==> src/rtl/vga_text_engine_if.sv <==
// Memory-side bus of the text engine: text RAM and font ROM read ports.
interface vga_text_engine_if #(
  parameter int unsigned COLS   = 80,
  parameter int unsigned ROWS   = 34,
  parameter int unsigned CHAR_W = 8,
  parameter int unsigned CHAR_H = 14
);
  localparam int unsigned AW  = $clog2(COLS * ROWS);
  localparam int unsigned FAW = 8 + $clog2(CHAR_W);

  logic [AW-1:0]     char_address;
  logic [15:0]       char_data;
  logic [FAW-1:0]    font_address;
  logic [CHAR_H-1:0] font_data;

  modport master (
    output char_address,
    output font_address,
    input  char_data,
    input  font_data
  );

  modport slave (
    input  char_address,
    input  font_address,
    output char_data,
    output font_data
  );
endinterface

==> src/rtl/vga_text_engine.sv <==
// Text-mode pixel engine: coordinates -> text/font addresses -> 8-bit color.
// Five-stage pipeline, one pixel per clock, no stalls.
module vga_text_engine #(
  parameter int unsigned COLS         = 80,
  parameter int unsigned ROWS         = 34,
  parameter int unsigned CHAR_W       = 8,
  parameter int unsigned CHAR_H       = 14,
  parameter int unsigned H_ACTIVE     = 640,
  parameter int unsigned V_ACTIVE     = 480,
  parameter int unsigned BLINK_FRAMES = 30
) (
  input  logic                     clk25mhz,
  input  logic                     reset_n,
  input  logic [9:0]               hindex,
  input  logic [9:0]               vindex,
  input  logic                     cursor_en,
  input  logic [7:0]               cursor_col,
  input  logic [5:0]               cursor_row,
  output logic [7:0]               color,
  vga_text_engine_if.master        mem
);

  localparam int unsigned AW       = $clog2(COLS * ROWS);
  localparam int unsigned CW       = $clog2(CHAR_W);
  localparam int unsigned FAW      = 8 + CW;
  localparam int unsigned GRW      = (CHAR_H > 1) ? $clog2(CHAR_H) : 1;
  localparam int unsigned TRW      = 10;
  localparam int unsigned RBW      = 20;
  localparam int unsigned FCW      = (BLINK_FRAMES > 1) ? $clog2(BLINK_FRAMES) : 1;
  localparam int unsigned LINE_PIX = COLS * CHAR_W;

  logic [GRW-1:0] glyph_row;
  logic [TRW-1:0] text_row;
  logic [RBW-1:0] row_base;
  logic [FCW-1:0] frame_cnt;
  logic           blink_phase;

  logic [9:0]     col_c;
  logic [CW-1:0]  gcol_c;
  logic           valid_c;
  logic           hit_c;

  logic [CW-1:0]  s1_gcol, s2_gcol;
  logic [GRW-1:0] s1_grow, s2_grow, s3_grow, s4_grow;
  logic           s1_valid, s2_valid, s3_valid, s4_valid;
  logic           s1_hit, s2_hit;
  logic [3:0]     s3_fg, s3_bg, s4_fg, s4_bg;
  logic [3:0]     pix_c;

  // Map a 4-bit attribute to the DAC bit layout.
  function automatic logic [7:0] map_color(input logic [3:0] pix);
    logic [2:0] dark;
    logic [2:0] bright;
    dark   = pix[2:0];
    bright = pix[3] ? ((pix[2:0] == 3'b000) ? 3'b111 : pix[2:0]) : 3'b000;
    return {dark[2], bright[2], 1'b0, dark[1], bright[1], 1'b0, dark[0], bright[0]};
  endfunction

  // Current cell, validity and cursor hit for the presented pixel.
  always_comb begin
    col_c   = hindex >> CW;
    gcol_c  = hindex[CW-1:0];
    valid_c = (32'(hindex) < LINE_PIX) && (32'(vindex) < V_ACTIVE) &&
              (32'(text_row) < ROWS);
    hit_c   = cursor_en && blink_phase &&
              (col_c == 10'(cursor_col)) &&
              (text_row == TRW'(cursor_row)) &&
              ((32'(glyph_row) + 32'd2) >= CHAR_H);
  end

  // Vertical counters advance at end of each active line, clear in vertical blank.
  always_ff @(posedge clk25mhz or negedge reset_n) begin
    if (!reset_n) begin
      glyph_row <= '0;
      text_row  <= '0;
      row_base  <= '0;
    end else if (32'(hindex) == H_ACTIVE) begin
      if (32'(vindex) >= V_ACTIVE) begin
        glyph_row <= '0;
        text_row  <= '0;
        row_base  <= '0;
      end else if (32'(glyph_row) == CHAR_H - 1) begin
        glyph_row <= '0;
        text_row  <= text_row + TRW'(1);
        row_base  <= row_base + RBW'(COLS);
      end else begin
        glyph_row <= glyph_row + GRW'(1);
      end
    end
  end

  // Frame counter drives the cursor blink phase.
  always_ff @(posedge clk25mhz or negedge reset_n) begin
    if (!reset_n) begin
      frame_cnt   <= '0;
      blink_phase <= 1'b0;
    end else if (hindex == 10'd0 && 32'(vindex) == V_ACTIVE) begin
      if (32'(frame_cnt) == BLINK_FRAMES - 1) begin
        frame_cnt   <= '0;
        blink_phase <= ~blink_phase;
      end else begin
        frame_cnt <= frame_cnt + FCW'(1);
      end
    end
  end

  // Pixel value from the font bit, selecting foreground or background.
  always_comb begin
    pix_c = mem.font_data[s4_grow] ? s4_fg : s4_bg;
  end

  // Pipeline: address issue, RAM wait, attribute capture, ROM wait, color.
  always_ff @(posedge clk25mhz or negedge reset_n) begin
    if (!reset_n) begin
      mem.char_address <= '0;
      mem.font_address <= '0;
      color            <= '0;
      s1_gcol  <= '0;  s2_gcol  <= '0;
      s1_grow  <= '0;  s2_grow  <= '0;  s3_grow <= '0;  s4_grow <= '0;
      s1_valid <= 1'b0; s2_valid <= 1'b0; s3_valid <= 1'b0; s4_valid <= 1'b0;
      s1_hit   <= 1'b0; s2_hit   <= 1'b0;
      s3_fg    <= '0;  s3_bg    <= '0;  s4_fg   <= '0;  s4_bg   <= '0;
    end else begin
      mem.char_address <= AW'(row_base + RBW'(col_c));
      s1_gcol  <= gcol_c;
      s1_grow  <= glyph_row;
      s1_valid <= valid_c;
      s1_hit   <= hit_c;

      s2_gcol  <= s1_gcol;
      s2_grow  <= s1_grow;
      s2_valid <= s1_valid;
      s2_hit   <= s1_hit;

      mem.font_address <= FAW'({mem.char_data[7:0], s2_gcol});
      s3_fg    <= s2_hit ? mem.char_data[15:12] : mem.char_data[11:8];
      s3_bg    <= s2_hit ? mem.char_data[11:8]  : mem.char_data[15:12];
      s3_grow  <= s2_grow;
      s3_valid <= s2_valid;

      s4_fg    <= s3_fg;
      s4_bg    <= s3_bg;
      s4_grow  <= s3_grow;
      s4_valid <= s3_valid;

      color <= s4_valid ? map_color(pix_c) : 8'h00;
    end
  end

endmodule

==> src/flat_wrapper.sv <==
// flat-port wrapper written by rule: the top's interface ports become plain ports
module vga_text_engine_flat 
#(
  parameter int unsigned COLS         = 80,
  parameter int unsigned ROWS         = 34,
  parameter int unsigned CHAR_W       = 8,
  parameter int unsigned CHAR_H       = 14,
  parameter int unsigned H_ACTIVE     = 640,
  parameter int unsigned V_ACTIVE     = 480,
  parameter int unsigned BLINK_FRAMES = 30
)
  (clk25mhz, reset_n, hindex, vindex, cursor_en, cursor_col, cursor_row, color, mem_char_address, mem_font_address, mem_char_data, mem_font_data);
  vga_text_engine_if #(.COLS(COLS), .ROWS(ROWS), .CHAR_W(CHAR_W), .CHAR_H(CHAR_H)) mem_i ();
  input  logic clk25mhz;
  input  logic reset_n;
  input  logic [9:0] hindex;
  input  logic [9:0] vindex;
  input  logic cursor_en;
  input  logic [7:0] cursor_col;
  input  logic [5:0] cursor_row;
  output logic [7:0] color;
  output wire logic [$bits(mem_i.char_address)-1:0] mem_char_address;
  output wire logic [$bits(mem_i.font_address)-1:0] mem_font_address;
  input wire logic [$bits(mem_i.char_data)-1:0] mem_char_data;
  input wire logic [$bits(mem_i.font_data)-1:0] mem_font_data;
  assign mem_char_address = mem_i.char_address;
  assign mem_font_address = mem_i.font_address;
  assign mem_i.char_data = mem_char_data;
  assign mem_i.font_data = mem_font_data;
  vga_text_engine #(.COLS(COLS), .ROWS(ROWS), .CHAR_W(CHAR_W), .CHAR_H(CHAR_H), .H_ACTIVE(H_ACTIVE), .V_ACTIVE(V_ACTIVE), .BLINK_FRAMES(BLINK_FRAMES)) u_core (.clk25mhz(clk25mhz), .reset_n(reset_n), .hindex(hindex), .vindex(vindex), .cursor_en(cursor_en), .cursor_col(cursor_col), .cursor_row(cursor_row), .color(color), .mem(mem_i));
endmodule
==> config.mk <==
export PLATFORM = sky130hd
export DESIGN_NAME = vga_text_engine_flat
export DESIGN_NICKNAME = d
export VERILOG_FILES = /design/src/rtl/vga_text_engine_if.sv /design/src/rtl/vga_text_engine.sv /design/src/flat_wrapper.sv
export SDC_FILE = /design/constraint.sdc
export NUM_CORES = 1
export LEC_CHECK = 0
export BUFFER_PORTS_ARGS = -buffer_cell sky130_fd_sc_hd__buf_4
export CELL_PAD_IN_SITES_DETAIL_PLACEMENT = 0
export CELL_PAD_IN_SITES_GLOBAL_PLACEMENT = 1
export CORE_MARGIN = 2
export CORE_UTILIZATION = 42
export DETAILED_ROUTE_END_ITERATION = 8
export PLACE_DENSITY_LB_ADDON = 0.25
export REMOVE_ABC_BUFFERS = 1
export SYNTH_ARGS = -nofsm -noshare
export SYNTH_HDL_FRONTEND = slang
export SYNTH_SLANG_ARGS = --single-unit
==> constraint.sdc <==
create_clock -name clk25mhz -period 2.2 [get_ports clk25mhz]
set_input_delay 0.11 -clock clk25mhz [delete_from_list [all_inputs] [get_ports clk25mhz]]
set_output_delay 0.11 -clock clk25mhz [all_outputs]
set_load 0.005 [all_outputs]
==> results of run 1 <==
==> kinds of logic (layout without fill, tap and decap cells) <==
logic type               count (synthesis)  in the layout  synth area share (%)
flip-flops                             101            101                  60.9
other                                    1              3                0.0903
multiplexers                            18             18                  4.91
XOR/XNOR                                37             37                  7.81
AND/OR/NAND/NOR                        110            110                  14.0
buffers and inverters                   16            151                  2.05
adder cells (fa/ha/maj)                  9              9                  2.71
AO/OA/AOI/OAI                           49             49                  7.60
==> worst paths after layout <==
kind | start | to | slack (ns)
min reg2reg | u_core.s1_gcol[1] | u_core.s2_gcol[1] | 0.35
min | mem_char_data[11] | u_core.s3_fg[3] | 0.02
max reg2reg | u_core.glyph_row[0] | u_core.row_base[8] | 0.28
max | hindex[3] | u_core.row_base[8] | 0.08
min in group asynchronous | reset_n | u_core.glyph_row[0] | 0.28
max in group asynchronous | reset_n | u_core.s4_bg[1] | 1.20
==> sequential cells by signal (all words and copies together), names as in the netlist, 5 cells and up <==
| register | flops |
|---|---|
| u_core.color | 6 |
| u_core.row_base | 8 |
| u_core.mem.font_address | 11 |
| u_core.mem.char_address | 12 |
| u_core.text_row | 10 |
| u_core.frame_cnt | 5 |
==> routing by layer <==
metal  vias up  part of all wire [%]
met1      1471                    44
met5         -                     0
li1       1452                     -
met4         0                   1.9
met2        81                    49
met3        15                   4.9
==> power by group <==
| part | switching (mW) | internal [mW] | total, mW |
|---|---|---|---|
| Combinational | 0.130 | 0.176 | 0.306 |
| Sequential | 0.0203 | 1.91 | 1.93 |
| Clock | 0.640 | 0.653 | 1.29 |
| Total | 0.790 | 2.74 | 3.53 |
==> cells in the mapped netlist, drive strengths merged <==
cell	n	share of area, %
a21o	2	0.36
nor2	26	2.4
and2	4	0.60
nand2	20	1.8
a31oi	1	0.15
nand2b	1	0.15
nor3	11	1.6
nand3	14	1.7
a31o	1	0.21
o21ai	20	2.4
ha	9	2.7
mux4	1	0.54
o31ai	2	0.36
a22oi	2	0.36
a41oi	1	0.21
inv	5	0.45
nor4	6	1.1
o41ai	2	0.42
nand4b	1	0.21
nor3b	1	0.18
a2111o	1	0.27
xor2	23	4.9
a211oi	1	0.18
xnor2	14	3.0
mux2	9	2.4
or4	3	0.63
clkbuf	5	0.45
o211ai	1	0.18
and3	3	0.45
nor2b	3	0.45
a2111oi	1	0.66
a21oi	13	1.6
buf	6	1.1
nand3b	2	0.36
or3	4	0.60
mux2i	8	1.9
nand4	8	1.2
dfrtp	101	61
conb	1	0.090
and4	3	0.63
o21ba	1	0.24
==> final cells by class <==
| class | count | area share [%] |
|---|---|---|
| clock inverter | 6 | 1.72 |
| sequential | 101 | 45.7 |
| clock buffer | 10 | 2.31 |
| inverter | 5 | 0.339 |
| timing repair buffer | 130 | 19.0 |
| tap | 133 | 3.01 |
| multi-input combinational | 226 | 28.0 |
==> worst max-delay path: stages <==
cell and delay, ns:
dlygate4sd3_1 0.53, buf_4 0.16, or4_1 0.49, a2111o_2 0.54, or3_1 0.40, a21oi_1 0.16
==> per-stage QoR <==
stage / hold slack (ns) / instance area [um^2] / total power [mW] / setup WS [ns]
after floorplan: -0.186 / 4090 / 2.03 / 0.157
after global placement: 0.122 / 5070 / 2.24 / 0.144
after detailed placement: 0.127 / 5070 / 2.24 / 0.103
after CTS: 0.00145 / 5530 / 3.57 / 0.0456
after global routing: 0.00769 / 5530 / 3.66 / 0.0247
final: 0.0169 / 5530 / 3.53 / 0.0818
==> timing repair <==
action | in CTS | in global routing
resized for setup | 0 | 1
hold endpoints to repair | 60 | 0
hold buffers | 24 | 0
setup endpoints to repair | 0 | 5
==> flow_summary_export.csv, run 1 <==
group,metric,value,unit
sta,hold_viol,0,
synth,seq_area_frac_synth,60.9,%
grt,grt_pass1_vias,2861,
worst_setup_path,end_kind,"flip-flop",
clock_network,cts_tree,"done",
sta,tightest_slew,0.520,ns
sta,finalSetupViolCount,0,
finish,final_common_cell,"buf_4",
detailed_routing,drtIter0Drc,98,
worst_hold_path,whs_path_depth,2,
floorplan,dieArea,10700,um^2
worst_hold_path,hp-class,"in2reg",
worst_setup_path,worstSetupStartpointType,"input pin",
synth,avgSynthCellArea,12.2,um^2
finish,layout_common_cells,"buf_4, dfrtp_1, nor2_1",
sta,relSlewSlack,65.4,%
power,ir_drop,0.367,mV
detailed_routing,num_vias,3019,
sta,clock_skew,0.00994,ns
flow_run,maxCapViolCount,0,
synth,yosysUniqueCellTypes,46,
worst_setup_path,cp_max_fo,17,
grt,antenna_found_initial,0,
synth,netlist_instances,341,
clock_network,cts_buffer_depth,2,
floorplan,die_w,103,um
outcome,status,"finished clean",
grt,grt_util_all_layers,16.9,%
grt,top_usage_layer,"met2",
finish,synthToLayoutAreaGrowth,33.2,%
clock_network,clock_latency,0.35,ns
finish,final_cells,611,
floorplan,initial_utilization,42.9,%
clock_network,cts_buffers,9,
floorplan,rows,36,
detailed_routing,routedWlPerCell,14.4,um
worst_setup_path,cp.arrival,2.40,ns
detailed_routing,drc_errors,0,
detailed_routing,wl,8820,um
power,power.density,638,nW/um^2
finish,nNetsFinal,549,
grt,grt_use_met1,22.0,%
placed_design,gp_congestion,0.881,
finish,seq_area,2530,um^2
worst_setup_path,required,2.48,ns
clock_network,cts_root_buf,"clkbuf_8",
synth,yosysWarnings,0,
detailed_routing,vias_per_cell,4.94,
placed_design,dp_hpwl,6290,um
sta,fin_crit,2.12,ns
floorplan,ioPinCount,98,
grt,grt_start_max_net_pins,62,
worst_setup_path,reg2reg_depth,4,
clock_network,clkSinkCount,101,
sta,rsz0062_at_grt,"no",
grt,use_met3,2.62,%
synth,netlist_area,4150,um^2
clock_network,post_cts_buffers,0,
grt,grt_pass1_wl,13600,um
placed_design,port_buffers,95,
placed_design,dp.cells,571,
detailed_routing,postRouteAntennaNets,0,
grt,grt_util_met2,28.6,%
grt,grt-ovfl-total,0,
finish,antennaDiodeCount,0,
sta,fmax,472,MHz
floorplan,die_h,103,um
sta,fin_crit_sh,96.3,%
power,leakage,2.61,nW
floorplan,core,9680,um^2
finish,nFillCells,817,
clock_network,htreeDepth,3,
finish,multi_input_area,1550,um^2
finish,final_util,57.1,%
synth,synth-seq-cells,101,
finish,post_route_cells_drive_above_1_share,28.9,%
clock_network,clkTransAtPathRegs,0.10,ns
sta,fin_tns_setup,0,ns
detailed_routing,drt_pre_antenna_iters,4,
worst_setup_path,path_class,"in2reg",
sta,slew_viol_final,0,
Power figures use the tool's default switching activity.
==> run 2: changes to the inputs <==
- CORE_UTILIZATION: 42 -> 25
==> run 2 against run 1 <==
Non-clock buffer count up 1. Worst hold slack better by 0.0027 ns. Worst setup slack better by 0.17 ns. Fmax up 8.9%. Final cell count up 14%. Sequential cell count unchanged. Critical path type is now reg2reg. Utilization down 22 points. Combinational power up 2%. Routed wire length up 11%. Largest power group unchanged. Critical path depth down 2. Largest cell class unchanged.
==> flow_summary_export.csv, run 2 (same netlist as run 1, synthesis figures left out) <==
group,metric,value,unit
outcome,status,"finished clean",
finish,layout_common_cells,"buf_4, dfrtp_1, nor2_1",
finish,final_cells,699,
clock_network,clkSinkCount,101,
sta,clock_skew,0.00788,ns
grt,grt_pass1_wl,16000,um
finish,antennaDiodeCount,0,
worst_setup_path,cp_max_fo,17,
clock_network,cts_tree,"done",
clock_network,htreeDepth,3,
worst_setup_path,worstSetupStartpointType,"flip-flop",
clock_network,post_cts_buffers,0,
floorplan,die_h,133,um
sta,setup_slack,0.255,ns
detailed_routing,wl,9800,um
finish,final_common_cell,"buf_4",
sta,finalSetupViolCount,0,
placed_design,gp_congestion,0.764,
sta,fin_crit_sh,88.4,%
finish,nFillCells,1648,
floorplan,core,16400,um^2
sta,fin_tns_setup,0,ns
placed_design,post_dp_cell_area,5190,um^2
sta,relSlewSlack,64.4,%
clock_network,cts_root_buf,"clkbuf_16",
floorplan,rows,47,
power,ir_drop,0.374,mV
finish,final_cell_area,5730,um^2
placed_design,port_buffers,95,
grt,grt_pass1_vias,3105,
detailed_routing,drt_pre_antenna_iters,4,
worst_setup_path,required,2.48,ns
floorplan,die_w,133,um
detailed_routing,num_vias,3023,
placed_design,dp_hpwl,7310,um
placed_design,pre_cts_ws,0.0701,ns
sta,slew_viol_final,0,
detailed_routing,postRouteAntennaNets,0,
sta,hold_viol,0,
finish,top_regs,"u_core.mem.char_address (12), u_core.mem.font_address (11), u_core.text_row (10)",
clock_network,cts_buffers,9,
detailed_routing,drc_errors,0,
floorplan,ioPinCount,98,
power,power.density,681,nW/um^2
grt,antenna_found_initial,0,
detailed_routing,drtIter0Drc,124,
finish,nNetsFinal,550,
sta,fin_crit,1.95,ns
finish,regMostFlops,"u_core.mem.char_address",
clock_network,clkTransAtPathRegs,0.07,ns
worst_setup_path,end_kind,"flip-flop",
detailed_routing,vias_per_cell,4.32,
finish,multi_input_area,1550,um^2
sta,fmax,514,MHz
sta,rsz0062_at_grt,"no",
worst_setup_path,path_class,"reg2reg",
power,leakage,2.65,nW
grt,grt_util_all_layers,11.7,%
worst_setup_path,cp.arrival,2.22,ns
finish,post_route_cells_drive_above_1_share,28.6,%
grt,grt_start_max_net_pins,36,
sta,tightest_slew,0.534,ns
sta,whs,0.0196,ns
floorplan,initial_utilization,25.3,%
detailed_routing,routedWlPerCell,14.0,um
finish,largest_register_ffs,12,
worst_hold_path,hp-class,"in2reg",
clock_network,clock_latency,0.35,ns
clock_network,cts_buffer_depth,2,
floorplan,dieArea,17700,um^2
grt,grt-ovfl-total,0,
finish,synthToLayoutAreaGrowth,38.0,%
finish,seq_area,2530,um^2
flow_run,maxCapViolCount,0,
placed_design,dp.cells,660,
run 2: changes by cell type in the layout (fill, tap and decap cells not counted), sizes merged:
cell         change
clkinvlp         -1
dlygate4sd3      -1
buf              +2
clkinv           +1
inv              -2
clkbuf           +2
run 2: critical path, stage by stage (launching register included):
cell and delay [ns]:
dfrtp_1 0.45, nand4b_1 0.18, a2111o_1 0.68, or3_1 0.43, a21oi_1 0.14
run 2: cell type report:
class | instances | area share, %
multi-input cells | 226 | 27.0
well taps | 220 | 4.80
inverters | 5 | 0.328
clock inverters | 4 | 1.27
repair buffers | 131 | 18.4
flip-flops and latches | 101 | 44.1
clock buffers | 12 | 4.13
run 2: repair_timing:
action                                 in CTS  in global routing
endpoints found under the hold margin      53                  0
gates resized for setup                     0                  0
hold buffers                               23                  0
run 2: power by group:
| part | total (mW) | switching (mW) | internal, mW |
|---|---|---|---|
| Combinational | 0.312 | 0.135 | 0.177 |
| Sequential | 1.93 | 0.0205 | 1.91 |
| Clock | 1.66 | 0.662 | 0.996 |
run 2: path summary, 6_finish.rpt:
check / startpoint / to / slack, ns / cells after the start
setup / recovery: u_core.glyph_row[0] / u_core.row_base[8] / 0.25 / 4
hold / removal: hindex[4] / u_core.mem.char_address[1] / 0.02 / 2
setup reg to reg: u_core.glyph_row[0] / u_core.row_base[8] / 0.25 / 4
hold reg to reg: u_core.s3_grow[0] / u_core.s4_grow[0] / 0.35 / 0
max in group asynchronous: reset_n / u_core.s1_hit / 1.32 / 3
min in group asynchronous: reset_n / u_core.s4_grow[2] / 0.26 / 2
run 2: per-layer routing:
metal / share of wire [%] / track usage (%) / wire length, um
met5: 0 / 0 / 0
met4: 1.5 / 4.12 / 146
met3: 5.4 / 3.22 / 527
met2: 49 / 19.4 / 4830
met1: 44 / 14.9 / 4290
run 2: per-stage QoR:
stage               utilization (%)  total power, mW
floorplan                         -             2.03
global placement               31.6             2.25
detailed placement             31.6             2.25
CTS                            34.9             3.99
global route                   34.9             4.08
finish                         34.9             3.90
==> run 3: changes to the inputs <==
- CORE_MARGIN: 2 -> 4
==> run 3 against run 2 <==
Count of clock-buffer cells in the layout up 1. Combinational power shrank 3%. Worst hold slack worse by 0.0028 ns. First-iteration DRC count grew 23%. Fmax grew 0.58%. Clock skew down 0.0023 ns. Final cell count shrank 2.3%. Largest power group unchanged. Die area increased by 6.1%. Clock power is 5% lower. Sequential cell count stayed put. Global-route usage decreased by 0.44 points. Sequential power barely moved.
==> flow_summary_export.csv, run 3 (same netlist as run 1, synthesis figures left out) <==
group,metric,value,unit
detailed_routing,wl,10100,um
power,combPwrFrac,8.0,%
power,internal_power,2.99,mW
sta,slew_viol_final,0,
sta,fin_crit,1.93,ns
finish,layout_common_cells,"buf_4, dfrtp_1, nor2_1",
worst_setup_path,required,2.47,ns
floorplan,ioPinCount,98,
floorplan,core,16100,um^2
power,clockPowerShare,41.4,%
detailed_routing,vias_per_cell,4.36,
finish,post_route_cells_drive_above_1_share,28.7,%
finish,synthToLayoutAreaGrowth,34.9,%
detailed_routing,routedWlPerCell,14.8,um
grt,grt-ovfl-total,0,
grt,grt_pass1_wl,16000,um
detailed_routing,drc_errors,0,
finish,top_regs,"u_core.mem.char_address (12), u_core.mem.font_address (11), u_core.text_row (10)",
finish,final_cells,683,
grt,grt_util_all_layers,11.3,%
detailed_routing,num_vias,2979,
worst_hold_path,hp-start,"mem_char_data[9]",
grt,grt_util_met2,17.8,%
grt,grt_pass1_vias,3090,
sta,clock_skew,0.00555,ns
clock_network,cts_buffer_depth,2,
detailed_routing,drt_pre_antenna_iters,4,
finish,largest_register_ffs,12,
power,ir_drop,0.389,mV
worst_hold_path,hp-class,"in2reg",
grt,top_usage_layer,"met2",
placed_design,dp_hpwl,7750,um
sta,rsz0062_at_grt,"no",
clock_network,cts_tree,"done",
floorplan,rows,46,
floorplan,initial_utilization,25.9,%
sta,fin_tns_setup,0,ns
floorplan,die_h,137,um
worst_setup_path,r2r_start,"u_core.glyph_row[0]",
finish,nFillCells,1603,
sta,tightest_slew,0.535,ns
outcome,status,"finished clean",
power,finalPower,3.81,mW
worst_setup_path,crit_family,"compound AO/OA/AOI/OAI gates",
detailed_routing,postRouteAntennaNets,0,
grt,grt_start_max_net_pins,50,
detailed_routing,drtIter0Drc,152,
sta,finalSetupViolCount,0,
grt,grt_use_met1,14.4,%
finish,nNetsFinal,538,
clock_network,clkSinkCount,101,
power,switching_share,21.6,%
flow_run,maxCapViolCount,0,
placed_design,gp_congestion,0.819,
sta,fin_crit_sh,87.9,%
worst_setup_path,cp.arrival,2.21,ns
power,leakage,2.59,nW
worst_setup_path,cp_max_fo,17,
worst_setup_path,crit_chain,"nand4b_1 -> a2111o_1 -> or3_1 -> a21oi_1",
worst_setup_path,crit_buf_inv,0,
clock_network,cts_root_buf,"clkbuf_16",
placed_design,dp.cells,653,
floorplan,dieArea,18700,um^2
power,power.density,681,nW/um^2
sta,fmax,517,MHz
clock_network,clkTransAtPathRegs,0.07,ns
grt,antenna_found_initial,0,
sta,relSlewSlack,64.3,%
grt,use_met3,3.13,%
power,p_sw,822,uW
worst_setup_path,r2r_setup_slack,0.27,ns
finish,antennaDiodeCount,0,
placed_design,port_buffers,95,
worst_hold_path,hold_end,"u_core.s3_fg[1]",
worst_setup_path,worstSetupStartpointType,"flip-flop",
clock_network,cts_buffers,9,
worst_setup_path,reg2reg_depth,4,
sta,whs,0.0168,ns
finish,final_common_cell,"buf_4",
worst_setup_path,r2r_end,"u_core.row_base[8]",
power,seqPwrFrac,50.6,%
clock_network,cts_resized,0,
worst_setup_path,critPathMaxStageDelay,0.67,ns
worst_hold_path,whs_path_depth,2,
worst_setup_path,slowest_stage,"a2111o_1",
floorplan,die_w,137,um
finish,regMostFlops,"u_core.mem.char_address",
clock_network,clock_latency,0.34,ns
worst_setup_path,end_kind,"flip-flop",
clock_network,htreeDepth,3,
sta,hold_viol,0,
worst_setup_path,path_class,"reg2reg",
run 3: stage by stage:
stage          setup slack, ns  area, um^2  utilization (%)
2_1_floorplan            0.157        4090                -
3_3_place_gp             0.116        5160             32.2
3_5_place_dp            0.0700        5160             32.2
4_1_cts                  0.244        5600             34.9
5_1_grt                  0.116        5600             34.9
6_report                 0.266        5600             34.9
run 3: worst reg2reg max path, cell delays in order, from the launching register on:
cell	delay (ns)
dfrtp_1	0.45
nand4b_1	0.16
a2111o_1	0.67
or3_1	0.43
a21oi_1	0.15
run 3: worst max-delay path by stage:
| stage | slack [ns] | startpoint | cells past startpoint | endpoint |
|---|---|---|---|---|
| after global routing | 0.12 | u_core.glyph_row[0] | 5 | u_core.row_base[11] |
| after floorplan | 0.16 | hindex[6] | 5 | u_core.text_row[3] |
| after detailed placement | 0.07 | hindex[6] | 5 | u_core.text_row[5] |
| after global placement | 0.12 | hindex[6] | 5 | u_core.text_row[5] |
| final | 0.27 | u_core.glyph_row[0] | 4 | u_core.row_base[8] |
| after CTS | 0.24 | u_core.glyph_row[0] | 4 | u_core.row_base[8] |
run 3: routing by layer:
layer | vias up | routed length (um)
li1 | 1438 | -
met1 | 1432 | 4460
met2 | 93 | 4680
met3 | 16 | 776
met4 | 0 | 223
met5 | - | 0
run 3: area by class of cell:
class | instances | area, um^2 | area share, %
clock inverters | 3 | 45.0 | 0.804
well taps | 216 | 270 | 4.83
repair buffers | 119 | 941 | 16.8
inverters | 5 | 18.8 | 0.335
multi-input cells | 226 | 1550 | 27.6
flip-flops and latches | 101 | 2530 | 45.1
clock buffers | 13 | 250 | 4.47
run 3: power groups by stage:
stage	sequential (mW)	clock, mW	combinational, mW
3_5_place_dp	1.97	0	0.293
4_1_cts	1.93	1.64	0.314
6_report	1.93	1.58	0.304
5_1_grt	1.93	1.71	0.338
3_3_place_gp	1.96	0	0.290
2_1_floorplan	1.96	0	0.0666
run 3: repair_timing:
item	CTS	global route
hold endpoints to repair	44	0
buffers inserted	0	0
hold buffers	14	0
